<file path="src/rtl/eth_ddr3_wr_packer.sv">
// Packs an 8-bit byte stream into 16-bit words for the DDR3 controller
// write FIFO, framing each packet with a wr_load reload pulse.
module eth_ddr3_wr_packer #(
   parameter int LOAD_CYCLES = 4,
   parameter int BYTE_ORDER  = 0
) (
   input  logic        clk,
   input  logic        rst,
   input  logic [7:0]  s_data,
   input  logic        s_valid,
   input  logic        s_last,
   output logic        s_ready,
   input  logic        init_calib_complete,
   input  logic        wrfifo_full,
   output logic        wfifo_wren,
   output logic [15:0] wfifo_din,
   output logic        wr_load,
   output logic        frame_done,
   output logic [15:0] frame_words,
   output logic        busy
);

   typedef enum logic [1:0] {IDLE, LOAD, RECV, DONE} state_t;

   localparam logic [7:0] LOAD_LAST = 8'(LOAD_CYCLES - 1);

   state_t      state;
   state_t      state_nx;
   logic [7:0]  load_cnt;
   logic [7:0]  holder;
   logic        holder_vld;
   logic [15:0] word_cnt;
   logic [15:0] word_cnt_nx;
   logic        accept;
   logic        wr;
   logic        wr_load_q;
   logic        frame_done_q;

   assign s_ready = (state == RECV) && !wrfifo_full;
   assign accept  = s_ready && s_valid;
   // A word goes out when the pair completes or the frame ends odd.
   assign wr      = accept && (holder_vld || s_last);

   assign wfifo_wren = wr;
   assign wr_load    = wr_load_q;
   assign frame_done = frame_done_q;
   assign busy       = (state != IDLE);

   always_comb begin
      wfifo_din = 16'h0000;
      if (wr) begin
         if (holder_vld)
            wfifo_din = (BYTE_ORDER == 0) ? {holder, s_data}
                                          : {s_data, holder};
         else
            wfifo_din = (BYTE_ORDER == 0) ? {s_data, 8'h00}
                                          : {8'h00, s_data};
      end
   end

   always_comb begin
      word_cnt_nx = word_cnt;
      if (wr && (word_cnt != 16'hFFFF))
         word_cnt_nx = word_cnt + 16'd1;
   end

   always_comb begin
      state_nx = state;
      unique case (state)
         IDLE: if (s_valid && init_calib_complete) state_nx = LOAD;
         LOAD: if (load_cnt == LOAD_LAST) state_nx = RECV;
         RECV: if (accept && s_last) state_nx = DONE;
         DONE: state_nx = IDLE;
         default: state_nx = IDLE;
      endcase
   end

   always_ff @(posedge clk or posedge rst) begin
      if (rst) begin
         state        <= IDLE;
         load_cnt     <= 8'd0;
         holder       <= 8'd0;
         holder_vld   <= 1'b0;
         word_cnt     <= 16'd0;
         frame_words  <= 16'd0;
         wr_load_q    <= 1'b0;
         frame_done_q <= 1'b0;
      end else begin
         state        <= state_nx;
         wr_load_q    <= (state_nx == LOAD);
         frame_done_q <= (state_nx == DONE);
         if (state == IDLE)
            load_cnt <= 8'd0;
         else if (state == LOAD)
            load_cnt <= load_cnt + 8'd1;
         if (state == LOAD) begin
            holder     <= 8'd0;
            holder_vld <= 1'b0;
            word_cnt   <= 16'd0;
         end else begin
            word_cnt <= word_cnt_nx;
            if (accept) begin
               if (wr) begin
                  holder_vld <= 1'b0;
               end else begin
                  holder     <= s_data;
                  holder_vld <= 1'b1;
               end
            end
         end
         // Count is captured as the frame closes so it is valid during DONE.
         if ((state == RECV) && (state_nx == DONE))
            frame_words <= word_cnt_nx;
      end
   end

endmodule

</file>
<file path="config.mk">
export PLATFORM = sky130hd
export DESIGN_NAME = eth_ddr3_wr_packer
export DESIGN_NICKNAME = d
export VERILOG_FILES = /design/src/rtl/eth_ddr3_wr_packer.sv
export SDC_FILE = /design/constraint.sdc
export NUM_CORES = 1
export LEC_CHECK = 0
export BUFFER_PORTS_ARGS = -buffer_cell sky130_fd_sc_hd__buf_2
export CAP_MARGIN = 20
export CORE_ASPECT_RATIO = 1.75
export CORE_MARGIN = 4
export CORE_UTILIZATION = 30
export DETAILED_ROUTE_END_ITERATION = 12
export PLACE_DENSITY_LB_ADDON = 0.12
export SLEW_MARGIN = 0
export SYNTH_ARGS = -nofsm -noshare
export SYNTH_HDL_FRONTEND = slang
export SYNTH_SLANG_ARGS = --single-unit
</file>
<file path="constraint.sdc">
create_clock -name clk -period 3.65 [get_ports clk]
set_input_delay 0.365 -clock clk [delete_from_list [all_inputs] [get_ports clk]]
set_output_delay 0.365 -clock clk [all_outputs]
set_load 0.01 [all_outputs]
</file>
==> results.ini <==
[sta]
tns_ns = 0
fmax_mhz = 386
min_period_ns = 2.59
fin_ws_ns = 1.06
slew_violations = 0
slew_headroom_pct = 37.3
skew_ns = 0.00647
setup_viol = 0
tightest_slew_ns = 0.936
holdWs_ns = 0.0397
rsz0062_at_grt = false
finalCritPeriodShare_pct = 70.9
hold_viol = 0

[floorplan]
io_pins = 51
die_width_um = 79.0
fp.dieH_um = 132
coreArea_sq_mm = 0.00867
start_util_pct = 30.5
dieArea_sq_mm = 0.0104
row_count = 45

[global_routing]
grt_usage_pct = 13.4
grt_overflow = 0
grt_max_degree = 47
grt_pass1_wl_um = 11400
antenna_found_initial = 0
grt_pass1_vias = 2359

[setup_path]
crit_chain = and4bb_2, nand2_1, nor2_1, buf_2
cp.arrival_ns = 2.22
startpoint_type = flip-flop
crit_slowest_cell = dfrtp_1
crit_type = flip-flop to primary output
cp.required_ns = 3.28
max_stage_delay_ns = 0.69
critPathMaxFanout = 18
critPathCaptureType = primary output

[synthesis]
syn_avg_cell_area_sq_um = 9.25
synth_edf_count = 0
synthTopCellsByArea = dfrtp_1, nand2_1, nor2_1
ys_seq_area_share_pct = 50.1
synth-async-reset-ratio_pct = 100
yosys_warnings = 0
synthCells = 286
synth_top_area_share_pct = 50.1
synth.cell_area_sq_mm = 0.00265
synth_nets = 302
synth_top_cell_by_area = dfrtp_1
ys_seq_elements = 53
synthDistinctLibCells = 40
synth_ff_type = dfrtp_1

[drt]
wl_per_cell_um = 14.5
drt_first_pass_iters = 6
drt_iter0_drc = 101
drt-total-wl_um = 6550
dr_wl_met2_um = 3440
route.detailed.drc = 0
wl_met3_um = 239
routed.top_layer = met4
vias_per_cell = 5.01
drtAntennaViolNets = 0
dr_total_vias = 2261
drt-met1-wl_um = 2790

[place]
gp_congestion = 0.812
pre_cts_ws_ns = 1.21
io_buffers = 50
dp_hpwl_um = 4700

[run]
max_cap_viol_count = 0

[clock_tree]
cts_setup_buffers = 0
cts_max_level = 2
root_buffer = clkbuf_16
clock_sinks = 53
clockBufferDepth = 2
post_cts_resize_count = 0
path_clk_slew_ns = 0.07
numCtsBuffers = 5
clk_latency_ns = 0.29
cts_tree = yes
cts_hold_buf = 0

[final_layout]
n_antenna_cell = 0
drive_gt1_share_pct = 21.3
area_growth_pct = 21.7
layout.nets = 349
post-route-util_pct = 37.2

[power_and_ir_drop]
power.density_mw_per_mm2 = 557
finalPower_mw = 1.79
peakVddDrop_v = 0.000273
p_leak_nw = 1.46

[outcome]
status = finished clean

[min_path]
min_path_type = input pin to async pin

per-stage QoR:
| step | cells | area (sq um) |
|---|---|---|
| CTS | 450 | 3200 |
| detailed placement | 442 | 3010 |
| global placement | 442 | 3010 |
| global route | 451 | 3220 |
| finish | 451 | 3220 |
| floorplan | 286 | 2650 |
cell type report:
| cell class | instances | area (sq um) |
|---|---|---|
| well taps | 117 | 146 |
| clock inverters | 3 | 65.1 |
| multi-input cells | 210 | 1230 |
| flip-flops and latches | 53 | 1330 |
| fillers | 943 | 5450 |
| inverters | 8 | 30.0 |
| clock buffers | 5 | 125 |
| repair buffers | 55 | 300 |
path summary, 6_finish.rpt:
path                       startpoint              to  slack (ns)  cells past startpoint
setup / recovery             state[1]   wfifo_din[11]        1.06                      4
hold / removal                    rst    word_cnt[12]        0.04                      2
setup reg to reg             state[1]  frame_words[7]        1.23                      4
hold reg to reg             holder[3]       holder[3]        0.53                      2
max in group asynchronous         rst       holder[7]        2.98                      4
min in group clk            s_data[0]       holder[0]        0.31                      3
cells in the final DEF (no fill, tap or decap), types with 9 or more instances in the layout:
cell	Yosys	final
a21oi_1	16	16
a31oi_1	14	14
and3_1	9	9
buf_2	1	50
dfrtp_1	53	53
mux2i_1	9	9
nand2_1	36	36
nand3_1	9	9
nor2_1	29	29
o21ai_0	21	21
or3_1	10	10
cells by family after synthesis:
logic type	count (synthesis)	synth area share, %
AOI/OAI and AO/OA	68	15.4
xor gates and xnor gates	2	0.662
adders and majority gates	2	0.945
buffers and inverters	23	3.45
DFF	53	50.1
muxes	9	3.40
and+or+nand+nor	129	26.0
state kept, by name, summed over array words and instances (netlist names):
signal	cells
word_cnt	16
wr_load	1
state	2
load_cnt	8
frame_words	16
holder_vld	1
frame_done	1
holder	8
cells in the mapped netlist (all sizes together) (2+ instances only):
cell and count:
o31ai 8, or4 9, mux2i 9, nor2 29, nand2 36, ha 2, nand4 4, dfrtp 53
nand3 9, nand2b 3, a31oi 14, clkbuf 13, nor4 6, nor3 6, a21oi 16, a22o 3
inv 8, buf 2, or3 10, and3 9, o21ai 21
worst max-delay path: cells and delay by family, from the launching register on:
| kind | cells | cell delay, ns |
|---|---|---|
| flops | 1 | 0.69 |
| simple gates | 3 | 1.07 |
| buf+inv | 1 | 0.16 |
report_power, final:
group | total [mW] | switching (mW) | leakage (nW) | internal [mW]
clock network | 0.609 | 0.217 | 0.0938 | 0.392
logic | 0.404 | 0.234 | 0.651 | 0.170
registers | 0.781 | 0.0946 | 0.715 | 0.687
total | 1.79 | 0.546 | 1.46 | 1.25
per-layer routing:
metal | vias to the layer above | track usage [%]
li1 | 1135 | -
met3 | 4 | 2.46
met4 | 0 | 4.11
met1 | 1078 | 15.8
met5 | - | 0
met2 | 44 | 24.2
No activity file was read; power rests on OpenSTA's default activity.
